$ cat config.mk
export PLATFORM = sky130hd
export DESIGN_NAME = multi_cycle_chunk_adder
export DESIGN_NICKNAME = d
export VERILOG_FILES = /design/src/rtl/multi_cycle_chunk_adder.sv
export SDC_FILE = /design/constraint.sdc
export NUM_CORES = 1
export LEC_CHECK = 0
export CORE_MARGIN = 2
export CORE_UTILIZATION = 50
export DETAILED_ROUTE_END_ITERATION = 8
export GPL_ROUTABILITY_DRIVEN = 0
export GPL_TIMING_DRIVEN = 0
export PLACE_DENSITY = 0.81
export SLEW_MARGIN = 20
export SYNTH_ARGS = -nofsm -noshare
export SYNTH_HDL_FRONTEND = slang
export SYNTH_SLANG_ARGS = --single-unit
export TNS_END_PERCENT = 100
$ cat constraint.sdc
create_clock -name clk -period 6.4 [get_ports clk]
set_input_delay 1.6 -clock clk [delete_from_list [all_inputs] [get_ports clk]]
set_output_delay 1.6 -clock clk [all_outputs]
set_load 0.03 [all_outputs]
$ cat src/rtl/multi_cycle_chunk_adder.sv
// Multi-cycle chunked adder/subtractor.
// Adds a + b + carryin (or a - b - carryin) over WIDTH/CHUNK cycles, one
// CHUNK-bit ripple slice per cycle, LSB slice first. Results and flags are
// registered and updated only in the DONE cycle, so they hold between DONEs.

// One full-adder cell built from explicit gates; CHUNK of these form the slice.
module mcca_fa_cell (
    input  logic a_i,
    input  logic b_i,
    input  logic c_i,
    output logic s_o,
    output logic c_o
);
    logic axb;
    logic gen;
    logic prop;

    assign axb  = a_i ^ b_i;
    assign s_o  = axb ^ c_i;
    assign gen  = a_i & b_i;
    assign prop = axb & c_i;
    assign c_o  = gen | prop;
endmodule

module multi_cycle_chunk_adder #(
    parameter int WIDTH = 32,
    parameter int CHUNK = 8
) (
    input  logic             clk,
    input  logic             rst_n,
    input  logic             start,
    input  logic [WIDTH-1:0] a,
    input  logic [WIDTH-1:0] b,
    input  logic             carryin,
    input  logic             subtract,
    output logic             busy,
    output logic             done,
    output logic [WIDTH-1:0] sum,
    output logic             carryout,
    output logic             overflow,
    output logic             zero
);
    localparam int N  = WIDTH / CHUNK;
    localparam int CW = (N > 1) ? $clog2(N) : 1;

    typedef enum logic [1:0] {
        IDLE = 2'd0,
        RUN  = 2'd1,
        DONE = 2'd2
    } state_t;

    state_t state_q, state_d;

    logic [CW-1:0]    cnt_q, cnt_d;
    logic             carry_q, carry_d;
    // Operand registers shift right by CHUNK each RUN cycle so the active
    // slice is always in the low CHUNK bits.
    logic [WIDTH-1:0] a_q, a_d;
    logic [WIDTH-1:0] b_q, b_d;
    // Slices enter at the top and shift down; after N slices it is aligned.
    logic [WIDTH-1:0] acc_q, acc_d;
    // Operand sign bits are kept apart because the shifting discards them.
    logic             amsb_q, amsb_d;
    logic             bmsb_q, bmsb_d;

    logic [WIDTH-1:0] sum_q, sum_d;
    logic             cout_q, cout_d;
    logic             ovf_q, ovf_d;
    logic             zero_q, zero_d;

    logic             accept;
    logic             last;
    logic [CHUNK:0]   rc;
    logic [CHUNK-1:0] slice;

    assign accept = start && ((state_q == IDLE) || (state_q == DONE));
    assign last   = (state_q == RUN) && (cnt_q == CW'(N - 1));

    // Ripple chain for the current slice.
    assign rc[0] = carry_q;
    for (genvar i = 0; i < CHUNK; i++) begin : g_fa
        mcca_fa_cell u_fa (
            .a_i (a_q[i]),
            .b_i (b_q[i]),
            .c_i (rc[i]),
            .s_o (slice[i]),
            .c_o (rc[i+1])
        );
    end

    // Next-state logic: accept moves to RUN, last slice moves to DONE.
    always_comb begin
        state_d = state_q;
        case (state_q)
            IDLE:    if (accept) state_d = RUN;
            RUN:     if (last) state_d = DONE;
            DONE:    state_d = accept ? RUN : IDLE;
            default: state_d = IDLE;
        endcase
    end

    // Datapath next-state: latch operands on accept, process a slice in RUN,
    // publish results on the final slice.
    always_comb begin
        cnt_d   = cnt_q;
        carry_d = carry_q;
        a_d     = a_q;
        b_d     = b_q;
        acc_d   = acc_q;
        amsb_d  = amsb_q;
        bmsb_d  = bmsb_q;
        sum_d   = sum_q;
        cout_d  = cout_q;
        ovf_d   = ovf_q;
        zero_d  = zero_q;
        if (accept) begin
            a_d     = a;
            b_d     = subtract ? ~b : b;
            carry_d = subtract ^ carryin;
            cnt_d   = '0;
            amsb_d  = a[WIDTH-1];
            bmsb_d  = subtract ? ~b[WIDTH-1] : b[WIDTH-1];
        end else if (state_q == RUN) begin
            a_d     = a_q >> CHUNK;
            b_d     = b_q >> CHUNK;
            acc_d   = (acc_q >> CHUNK) | (WIDTH'(slice) << (WIDTH - CHUNK));
            carry_d = rc[CHUNK];
            cnt_d   = cnt_q + 1'b1;
            if (last) begin
                sum_d  = acc_d;
                cout_d = rc[CHUNK];
                ovf_d  = (amsb_q == bmsb_q) && (acc_d[WIDTH-1] != amsb_q);
                zero_d = (acc_d == '0);
            end
        end
    end

    // State and datapath registers with asynchronous active-low reset.
    always_ff @(posedge clk or negedge rst_n) begin
        if (!rst_n) begin
            state_q <= IDLE;
            cnt_q   <= '0;
            carry_q <= 1'b0;
            a_q     <= '0;
            b_q     <= '0;
            acc_q   <= '0;
            amsb_q  <= 1'b0;
            bmsb_q  <= 1'b0;
            sum_q   <= '0;
            cout_q  <= 1'b0;
            ovf_q   <= 1'b0;
            zero_q  <= 1'b1;
        end else begin
            state_q <= state_d;
            cnt_q   <= cnt_d;
            carry_q <= carry_d;
            a_q     <= a_d;
            b_q     <= b_d;
            acc_q   <= acc_d;
            amsb_q  <= amsb_d;
            bmsb_q  <= bmsb_d;
            sum_q   <= sum_d;
            cout_q  <= cout_d;
            ovf_q   <= ovf_d;
            zero_q  <= zero_d;
        end
    end

    assign busy     = (state_q == RUN);
    assign done     = (state_q == DONE);
    assign sum      = sum_q;
    assign carryout = cout_q;
    assign overflow = ovf_q;
    assign zero     = zero_q;
endmodule
* Yosys cells after proc, flatten, opt, wreduce, memory -nomap -nowiden
Cells that the tools add are included.
Storage, ports and cells: register bits after elaboration 138, output and inout bits 37
Cells by class: bitwise logic cells 45, reductions and logical operators 10, $add $sub $neg 1, equality and inequality tests 7, mux-type cells 14
Operators by type and width (number):
- 32-bit 2-to-1 mux | 5
- 32-bit logical NOT | 1
- 32-bit inverter | 1
- 24-bit by 32-bit OR with 32-bit output | 1
- 1-bit bitwise XOR | 17
- 1-bit AND | 16
- 2-bit 2-to-1 mux | 4
- 1-bit OR | 8
- 2-bit case mux with 3 select lines | 1
- 2-bit == test (second input constant) | 2
- 1-bit 2-to-1 mux | 4
- 2-bit AND reduction | 2
- 1-bit logical AND | 3
- 3-bit AND reduction | 1
- 2-bit by 1-bit adder with 2-bit output (second input constant) | 1
- 2-bit by 1-bit == test with 1-bit output (second input constant) | 1
- 2-bit logical NOT | 1
- 2-bit by 1-bit inequality test with 1-bit output (second input constant) | 1
- 2-bit inequality test (second input constant) | 1
- 1-bit inverter | 2
- 2-bit nonzero test | 1
- 1-bit == test | 1
- 1-bit logical OR | 1
- 1-bit inequality test | 1

* Depth between registers and ports, before layout
Gate-level depths: netlist (run 1).
depth after elaboration 19, depth in mapped cells 14, gate-level depth less buffers 14

* By module
A second synthesis (run 1) with hierarchy kept.
Unflattened totals: cell total of the unflattened synthesis 551, area, all modules 5735.5 sq um
Modules (own cells, without submodules):
- multi_cycle_chunk_adder | instances 1, area an instance 5575.3 sq um, cells an instance 543
- mcca_fa_cell | instances 8, area an instance 20.0 sq um, cells an instance 1

* Least setup slack after synthesis (run 1)
Ideal clock, no wire load.
path kind register to register, from reg carry_q, to reg ovf_q (netlist: overflow), stages on the path, launching flop included 14, path slack 2.060 ns, buffers on the path 0, data arrival time 4.258 ns, required time 6.318 ns, cells stage by stage dfrtp_1 inv_1 fa_1 inv_1 fa_1 fa_1 fa_1 fa_1 fa_1 fa_1 inv_1 fa_1 or3_1 a31oi_1
On the way: cells in the longest elaborated chain, start to end 18
Ends and longest elaborated chain:
- start, declared | RTL line 55 | logic carry_q, carry_d;
- start signal, assigned | RTL line 156 | carry_q <= carry_d;
- 1-bit AND | RTL line 21 | assign prop = axb & c_i;
- 1-bit OR | RTL line 22 | assign c_o = gen | prop;
- 1-bit AND | RTL line 21
- 1-bit OR | RTL line 22
- 1-bit AND | RTL line 21
- 1-bit OR | RTL line 22
- 1-bit AND | RTL line 21
- 1-bit OR | RTL line 22
- (+2 left out)
- 1-bit AND | RTL line 21
- 1-bit OR | RTL line 22
- 1-bit AND | RTL line 21
- 1-bit OR | RTL line 22
- 1-bit bitwise XOR | RTL line 19 | assign s_o = axb ^ c_i;
- 24-bit by 32-bit OR with 32-bit output | RTL line 126 | acc_d = (acc_q >> CHUNK) | (WIDTH'(slice) << (WIDTH - CHUNK));
- 1-bit inequality test | RTL line 132 | ovf_d = (amsb_q == bmsb_q) && (acc_d[WIDTH-1] != amsb_q);
- 1-bit logical AND | RTL line 132
- end signal, assigned | RTL line 164 | ovf_q <= ovf_d;
- end, declared | RTL line 68 | logic ovf_q, ovf_d;
No other way between the ends. A chain may end at the register's enable or synchronous reset.

* Final worst setup path (run 1)
from reg b_q[0], to reg ovf_q (netlist: overflow)
On the way: cells in the longest elaborated chain, start to end 19
Ends and longest elaborated chain:
- start, declared | RTL line 59 | logic [WIDTH-1:0] b_q, b_d;
- start signal, assigned | RTL line 145 | b_q <= '0;
- start signal, assigned | RTL line 158 | b_q <= b_d;
- 1-bit bitwise XOR | RTL line 18 | assign axb = a_i ^ b_i;
- 1-bit AND | RTL line 21
- 1-bit OR * | RTL line 22
- 1-bit AND * | RTL line 21
- 1-bit OR * | RTL line 22
- 1-bit AND * | RTL line 21
- 1-bit OR * | RTL line 22
- 1-bit AND * | RTL line 21
- (+3 left out)
- 1-bit AND * | RTL line 21
- 1-bit OR * | RTL line 22
- 1-bit AND * | RTL line 21
- 1-bit OR * | RTL line 22
- 1-bit bitwise XOR * | RTL line 19
- 24-bit by 32-bit OR with 32-bit output * | RTL line 126
- 1-bit inequality test * | RTL line 132
- 1-bit logical AND * | RTL line 132
Every way passes the cells marked *; elsewhere a longest branch is shown, timed or not.

==> results.json, run 1 <==
{
  "combPwrFrac_pct": 42.7,
  "via_per_inst": 5.490,
  "numCtsBuffers": 17,
  "netlist-cell-type-count": 33,
  "min_period_ns": 4.676,
  "swShare_pct": 38.47,
  "drc_errors": 0,
  "final_area_um2": 7724,
  "die_y_um": 111.8,
  "powerDensity_nw_per_um2": 584.4,
  "yosysWarningCount": 0,
  "fin_util_pct": 67.93,
  "synth.top_cells.by_count": "nand2_1 (166), dfrtp_1 (129), a31oi_1 (41)",
  "clock_latency_ns": 0.41,
  "num_rows": 39,
  "power_frac_clock_pct": 23.8,
  "fin_crit_sh_pct": 73.06,
  "internal_power_mw": 2.777,
  "grt.met2_usage_pct": 40.97,
  "grt_max_degree": 72,
  "drt-initial-drc-count": 304,
  "routed_wl_mm": 14.61,
  "grt_pass1_vias": 4864,
  "syn_to_final_growth_pct": 32.90,
  "cts_max_path_buffers": 2,
  "crit_slowest_cell": "fa_1",
  "p_switching_mw": 1.736,
  "worstPathMaxFanout": 5,
  "initial_core_util_pct": 51.12,
  "insertedDiodeCount": 0,
  "path_clk_slew_ns": 0.06,
  "worstPathRequired_ns": 6.74,
  "hold_path_class": "reg -> reg",
  "cts_tree": "built",
  "async_flop_share_pct": 100.0,
  "avgSynthCellArea_um2": 10.38,
  "maxSlewHeadroom_pct": 63.34,
  "hpwl_mm": 10.26,
  "post_drt_wl_per_cell_um": 17.40,
  "syn_area_um2": 5812,
  "cp_cell_sequence": "inv_1 > fa_1 > inv_1 > fa_1 > fa_1 > fa_1 > fa_1 > fa_1 > fa_1 > inv_1 > fa_1 > or3_1 > a31oi_1",
  "grt_first_pass_wirelength_mm": 23.59,
  "fin_skew_ns": 0.005368,
  "hold_violations": 0,
  "end_kind": "flip-flop",
  "cap_violations": 0,
  "rsz0062_at_grt": "false",
  "syn-num-nets": 638,
  "setup_tns_ns": 0,
  "setup_violations": 0,
  "synth.most_common_cell": "nand2_1",
  "cts.repair.resized": 0,
  "fmax_mhz": 213.9,
  "synthCells": 560,
  "die_w_um": 111.8,
  "placed_cell_area_um2": 7061,
  "cts-root-buf": "clkbuf_16",
  "cp-start-kind": "flip-flop",
  "cts_setup_buffers": 0,
  "synth_top_cell_area_share_pct": 55.54,
  "use_met1_pct": 29.14,
  "antenna_found_initial": 0,
  "io_pins": 106,
  "critical_path_class": "reg -> reg",
  "worst_path_most_repeated_cell": "fa_1",
  "grtUsageTotal_pct": 24.05,
  "synth-edff-count": 0,
  "power_frac_seq_pct": 33.5,
  "power_mw": 4.514,
  "report.final.slew_viol_count": 0,
  "tightest_slew_ns": 0.5499,
  "htreeDepth": 4,
  "grt_busiest_layer": "met2",
  "leakagePower_nw": 3.538,
  "status": "complete, no violations",
  "met3_usage_pct": 6.206,
  "core_um2": 11370,
  "clock_sinks": 130,
  "yosysSeqAreaShare_pct": 56.00,
  "io_buffer_count": 104,
  "cpPeakStageDelay_ns": 0.48,
  "synth_area_leader_cell": "dfrtp_1",
  "arrival_ns": 5.01,
  "grt_overflow": 0,
  "postCtsHoldBufs": 0,
  "drtAntennaViolNets": 0,
  "synthFlopType": "dfrtp_1",
  "nets": 762,
  "synth-seq-cells": 130,
  "synthTopCellsByArea": "dfrtp_1 (56%), nand2_1 (11%), mux2_2 (5.8%)",
  "die_area_um2": 12500,
  "firstDrtPassIters": 5,
  "vias": 4612,
  "peakVddDrop_v": 0.0003285,
  "drive_gt1_share_pct": 14.35
}
[per-stage QoR]
step	setup WS, ns	std cells	hold WS, ns
floorplan	2.060	560	0.4610
global placement	-0.9612	807	0.4681
detailed placement	1.759	808	0.4730
CTS	1.692	840	0.4790
global route	1.552	840	0.5081
finish	1.724	840	0.4839
[cell type report]
class,count,area (um^2)
tap,143,178.9
fill,848,3646
multi-input combinational,382,2275
inverter,9,38.79
sequential,130,3254
clock inverter,9,175.2
timing repair buffer,105,1070
clock buffer,23,488.0
buffer,39,244.0
[cell families after synthesis]
| kind of cell | Yosys count | synth area share, % |
|---|---|---|
| AND/OR/NAND/NOR | 234 | 16.28 |
| flip-flops | 130 | 56.00 |
| AO/OA/AOI/OAI | 75 | 8.848 |
| buffers and inverters | 48 | 4.865 |
| XOR/XNOR | 33 | 4.973 |
| multiplexers | 31 | 6.071 |
| adder cells (fa/ha/maj) | 9 | 2.971 |
[critical path: cells and delay by family (launching register included)]
kind / cells / cell delay (ns)
compound gates: 1 / 0.17
fa+ha+maj: 8 / 3.47
buf+inv: 3 / 0.26
flops: 1 / 0.38
simple gates: 1 / 0.35
[metal layers]
layer / wire length, um / up-vias / share of wire, %
li1: - / 2122 / -
met4: 372 / 0 / 2.5
met1: 5996 / 2262 / 41
met5: 0 / - / 0
met2: 7345 / 187 / 50
met3: 900 / 41 / 6.2
[layout by cell type, fill, tap and decap left out, drive strengths merged, types with 9 or more instances in the layout]
cell type      count
a22o              16
nor2              41
mux2              31
a31oi             41
nand2            166
clkbuf            28
nand3              9
clkdlybuf4s50    103
xor2              33
dfrtp            129
inv                9
buf               36
[power by group through the flow]
| stage | registers [mW] | clock network (mW) | logic [mW] |
|---|---|---|---|
| after global routing | 1.55 | 1.12 | 2.10 |
| after CTS | 1.51 | 1.08 | 1.94 |
| final | 1.51 | 1.07 | 1.93 |
| after floorplan | 1.63 | 0 | 1.09 |
| after global placement | 1.49 | 0 | 1.82 |
| after detailed placement | 1.51 | 0 | 1.90 |
[final timing paths]
check                        from        to  slack (ns)  cells past startpoint
max                        b_q[0]  overflow        1.72                     13
min                          zero      zero        0.48                      2
max reg2reg                b_q[0]  overflow        1.72                     13
min reg2reg                  zero      zero        0.48                      2
max in group asynchronous   rst_n    b_q[2]        4.49                      2
min in group asynchronous   rst_n    sum[5]        1.17                      1
[sequential cells by signal, summed over array words and instances, names as in the netlist]
register  flops
carry_q       1
zero          1
b_q          32
a_q          32
state_q       2
sum          32
bmsb_q        1
overflow      1
cnt_q         2
carryout      1
amsb_q        1
acc_q        24
Power figures use the tool's default switching activity.
==> run 2: changes to the inputs <==
Settings changed: CORE_UTILIZATION 50 to 47, PLACE_DENSITY 0.81 to 0.8.
Clock period 6.4 ns to 3.9 ns, I/O delays scaled along.
==> run 2 against run 1 <==
The run now ends with setup timing left. First-iteration DRC count rose by 32%. Maximum frequency rose by 18%. Final area fell by 0.75%. Register-to-register slack got worse by 1.8 ns. Non-clock buffer count rose by 2. Final cell count rose by 3.2%. Global-route usage fell by 1.7 points. Combinational power rose by 67%. Critical path type unchanged. Largest power group unchanged. Highest routed layer unchanged.
==> results.json, run 2 (synthesis results as in run 1) <==
{
  "drive_gt1_share_pct": 16.74,
  "min_period_ns": 3.957,
  "clock_sinks": 130,
  "cts-root-buf": "clkbuf_16",
  "rsz0062_at_grt": "true",
  "cap_violations": 0,
  "setup_violations": 1,
  "die_y_um": 115.2,
  "status": "finished, violations left",
  "maxSlewHeadroom_pct": 48.52,
  "cts_tree": "built",
  "grt_first_pass_wirelength_mm": 22.96,
  "drt-initial-drc-count": 402,
  "leakagePower_nw": 3.459,
  "worst_path_most_repeated_cell": "fa_2",
  "powerDensity_nw_per_um2": 930.3,
  "htreeDepth": 4,
  "postCtsHoldBufs": 0,
  "cpPeakStageDelay_ns": 0.45,
  "grt_pass1_vias": 4741,
  "syn_to_final_growth_pct": 31.91,
  "hold_violations": 0,
  "final_cell_mix": "nand2_1 (166), dfrtp_1 (129), clkdlybuf4s50_1 (103), a31oi_1 (41), nor2_1 (40)",
  "violations": "setup timing",
  "clock_latency_ns": 0.42,
  "fin_ws_ns": -0.05697,
  "vias": 4631,
  "arrival_ns": 4.29,
  "initial_core_util_pct": 48.18,
  "io_pins": 106,
  "hold_path_class": "reg -> reg",
  "end_kind": "flip-flop",
  "routed_wl_mm": 14.13,
  "peakVddDrop_v": 0.0003994,
  "startpoint": "b_q[0]",
  "hp-start": "sum[24]",
  "cp_cell_sequence": "inv_2 > fa_2 > inv_2 > fa_2 > fa_2 > fa_2 > fa_2 > fa_2 > fa_2 > inv_2 > fa_2 > or3_1 > a31oi_1",
  "fin_util_pct": 63.56,
  "firstDrtPassIters": 5,
  "fmax_mhz": 252.7,
  "worstPathRequired_ns": 4.23,
  "fin_crit_sh_pct": 101.5,
  "post_drt_wl_per_cell_um": 16.30,
  "drtAntennaViolNets": 0,
  "nets": 764,
  "critical_path_class": "reg -> reg",
  "die_area_um2": 13270,
  "die_w_um": 115.2,
  "reg2reg_slack_ns": -0.06,
  "fin_skew_ns": 0.009645,
  "worstPathMaxFanout": 4,
  "tightest_slew_ns": 0.7722,
  "core_um2": 12060,
  "antenna_found_initial": 0,
  "crit_slowest_cell": "fa_2",
  "final_common_cell": "nand2_1",
  "report.final.slew_viol_count": 0,
  "cp-start-kind": "flip-flop",
  "numCtsBuffers": 17,
  "crit_family": "adder cells",
  "min_to": "sum[24]",
  "hold_depth": 2,
  "cts_max_path_buffers": 2,
  "drc_errors": 0,
  "num_rows": 40,
  "via_per_inst": 5.341,
  "reg2reg_from": "b_q[0]",
  "path_buf_inv": 3,
  "rr_worst_depth": 13,
  "path_clk_slew_ns": 0.06,
  "hpwl_mm": 10.16,
  "insertedDiodeCount": 0,
  "grt_max_degree": 85,
  "grt_overflow": 0,
  "reg2reg_to": "overflow",
  "io_buffer_count": 104,
  "grtUsageTotal_pct": 22.39,
  "setup_tns_ns": -0.05697
}
-- run 2: cell count changes in the layout (fill, tap and decap cells not counted), moves of 2 or more --
cell	delta
fa_1	-8
fa_2	+8
bufinv_16	-5
inv_1	-5
inv_2	+5
inv_6	+5
clkbuf_8	-4
clkinvlp_4	+4
buf_4	+2
-- run 2: how the worst max path moves through the flow --
| stage | endpoint | slack (ns) | cells after the start |
|---|---|---|---|
| floorplan | overflow | 0.05 | 13 |
| global placement | b_q[25] | -2.87 | 1 |
| detailed placement | overflow | -0.21 | 13 |
| CTS | overflow | -0.08 | 13 |
| global route | overflow | -0.12 | 13 |
| finish | overflow | -0.06 | 13 |
-- run 2: per-layer routing --
metal / vias up / wire, um / GRT usage, %
met5: - / 0 / 0
met4: 0 / 272 / 8.032
met3: 27 / 808 / 4.164
met2: 206 / 7193 / 38.82
met1: 2269 / 5855 / 28.19
li1: 2129 / - / -
-- run 2: report_power, final --
part,total [mW],internal (mW),switching [mW]
clock,1.44,0.820,0.618
sequential,2.48,2.01,0.469
combinational,3.22,1.42,1.80
total,7.13,4.25,2.89
-- run 2: layout make-up --
class | instances | area (um^2)
Buffer | 39 | 244.0
Clock buffer | 19 | 432.9
Clock inverter | 13 | 102.6
Fill cell | 922 | 4395
Inverter | 9 | 38.79
Multi-Input combinational cell | 382 | 2306
Sequential cell | 130 | 3254
Tap cell | 168 | 210.2
Timing Repair Buffer | 107 | 1077
-- run 2: repair_timing --
action                     CTS  global route
gates resized for setup      8             1
setup buffers                2             0
setup endpoints to repair    2             3
pin swaps                    4             1
-- run 2: worst min-delay path: stages (launching register included) --
cell	delay, ns
dfrtp_1	0.34
nand2_1	0.05
o21ai_0	0.06
-- run 2: per-stage QoR --
step	hold WS, ns	instances	worst slack [ns]	instance area [um^2]	power (mW)
final	0.4845	867	-0.05697	7666	7.132
after global routing	0.5199	867	-0.1241	7666	7.566
after CTS	0.4822	867	-0.08295	7661	7.142
after detailed placement	0.4738	833	-0.2106	7097	5.586
after global placement	0.4693	832	-2.870	7076	5.442
after floorplan	0.4610	560	0.05327	5824	4.475
==> run 3: changes to the inputs <==
Settings changed: CAP_MARGIN set to 20, HOLD_SLACK_MARGIN set to 0.05, SKIP_LAST_GASP set to 1.
==> run 3 against run 2 <==
The run still ends with setup timing left. Critical path depth did not move. Non-clock buffer count rose by 1. Hold slack improved by 0.00070 ns. Sequential power barely moved. Routed wire length rose by 0.57%. Clock power barely moved. Final cell count rose by 0.12%. Clock-buffer cell count did not move. Register-to-register slack barely moved. Sequential cell count did not move. Total power rose by 0.81%. Utilization rose by 0.13 points. Critical endpoint unchanged. Largest cell class unchanged. Highest routed layer unchanged.
==> results.json, run 3 (synthesis results as in run 1) <==
{
  "placed_cell_area_um2": 7097,
  "die_w_um": 115.2,
  "die_area_um2": 13270,
  "cp_cell_sequence": "inv_2 > fa_2 > inv_2 > fa_2 > fa_2 > fa_2 > fa_2 > fa_2 > fa_2 > inv_2 > fa_2 > or3_1 > a31oi_1",
  "io_buffer_count": 104,
  "power_mw": 7.189,
  "post_drt_wl_per_cell_um": 16.37,
  "peakVddDrop_v": 0.0003799,
  "insertedDiodeCount": 0,
  "maxSlewHeadroom_pct": 48.92,
  "final_cell_mix": "nand2_1 (166), dfrtp_1 (129), clkdlybuf4s50_1 (103), a31oi_1 (41), nor2_1 (40)",
  "cap_violations": 0,
  "final_area_um2": 7682,
  "met2_length_mm": 7.234,
  "grt_first_pass_wirelength_mm": 22.96,
  "arrival_ns": 4.30,
  "wl_met3_um": 902,
  "hold_ws_ns": 0.4852,
  "drtAntennaViolNets": 0,
  "num_rows": 40,
  "min_period_ns": 3.961,
  "setup_violations": 1,
  "clock_sinks": 130,
  "powerDensity_nw_per_um2": 935.8,
  "fin_skew_ns": 0.007720,
  "clock_latency_ns": 0.42,
  "path_clk_slew_ns": 0.06,
  "hpwl_mm": 10.16,
  "vias": 4640,
  "cpPeakStageDelay_ns": 0.45,
  "crit_slowest_cell": "fa_2",
  "fin_ws_ns": -0.06090,
  "leakagePower_nw": 3.469,
  "fin_crit_sh_pct": 101.6,
  "dpl.cell_count": 833,
  "drc_errors": 0,
  "rsz0062_at_grt": "true",
  "grtUsageTotal_pct": 22.39,
  "htreeDepth": 4,
  "drive_gt1_share_pct": 16.86,
  "nets": 765,
  "setup_tns_ns": -0.06090,
  "status": "finished, violations left",
  "pre_cts_ws_ns": -0.2106,
  "cts_tree": "built",
  "worstPathMaxFanout": 4,
  "initial_core_util_pct": 48.18,
  "core_um2": 12060,
  "end_kind": "flip-flop",
  "firstDrtPassIters": 5,
  "routed_wl_mm": 14.21,
  "fin_cells": 868,
  "syn_to_final_growth_pct": 32.19,
  "postCtsHoldBufs": 0,
  "via_per_inst": 5.346,
  "wl_met1_mm": 5.804,
  "highest_layer": "met4",
  "io_pins": 106,
  "critical_path_class": "reg -> reg",
  "cts_max_path_buffers": 2,
  "drt-initial-drc-count": 395,
  "grt_max_degree": 85,
  "antenna_found_initial": 0,
  "cts-root-buf": "clkbuf_16",
  "grt_overflow": 0,
  "die_y_um": 115.2,
  "grt_pass1_vias": 4741,
  "worst_path_most_repeated_cell": "fa_2",
  "violations": "setup timing",
  "cp-start-kind": "flip-flop",
  "hold_violations": 0,
  "tightest_slew_ns": 0.7663,
  "fin_util_pct": 63.69,
  "hold_path_class": "reg -> reg",
  "report.final.slew_viol_count": 0,
  "final_common_cell": "nand2_1",
  "numCtsBuffers": 17,
  "fmax_mhz": 252.5,
  "worstPathRequired_ns": 4.24
}
==> run 3: cell types whose count changed in the layout (fill, tap and decap cells not counted), sizes merged <==
cell  delta
buf      +1
==> run 3: critical path, delay by kind of cell, from the launching register on <==
| family | cells | cell delay (ns) |
|---|---|---|
| buffers and inverters | 3 | 0.19 |
| AO/OA/AOI/OAI | 1 | 0.14 |
| adder cells (fa/ha/maj) | 8 | 2.83 |
| flip-flops | 1 | 0.39 |
| AND/OR/NAND/NOR | 1 | 0.33 |
==> run 3: path summary, 6_finish.rpt <==
kind                            startpoint       end  slack (ns)  cells past startpoint
worst max-delay path                b_q[0]  overflow       -0.06                     13
worst min-delay path               sum[31]   sum[31]        0.49                      2
worst max register to register      b_q[0]  overflow       -0.06                     13
worst min register to register     sum[31]   sum[31]        0.49                      2
max in group asynchronous            rst_n   b_q[15]        2.57                      2
min in group asynchronous            rst_n    sum[4]        0.62                      1
==> run 3: what timing repair did <==
action,4_1_cts,5_1_grt
endpoints found under the setup margin,2,3
resized for setup,7,3
gates cloned,0,0
setup buffers,2,1
hold endpoints to repair,0,0
pin swaps,4,2
==> run 3: area by class of cell <==
| class | count | area (um^2) |
|---|---|---|
| flip-flops and latches | 130 | 3254 |
| multi-input cells | 382 | 2315 |
| plain buffers | 39 | 244.0 |
| well taps | 168 | 210.2 |
| clock inverters | 13 | 102.6 |
| inverters | 9 | 38.79 |
| clock buffers | 19 | 432.9 |
| fillers | 921 | 4379 |
| repair buffers | 108 | 1085 |
==> run 3: layer usage <==
metal	up-vias	GRT usage, %
met1	2257	28.19
met5	-	0
li1	2137	-
met4	0	8.032
met2	221	38.82
met3	25	4.164
==> run 3: where the power goes <==
group,total [mW],switching [mW],internal [mW],leakage [nW]
combinational,3.27,1.83,1.44,1.63
clock,1.44,0.618,0.819,0.243
sequential,2.48,0.472,2.01,1.60
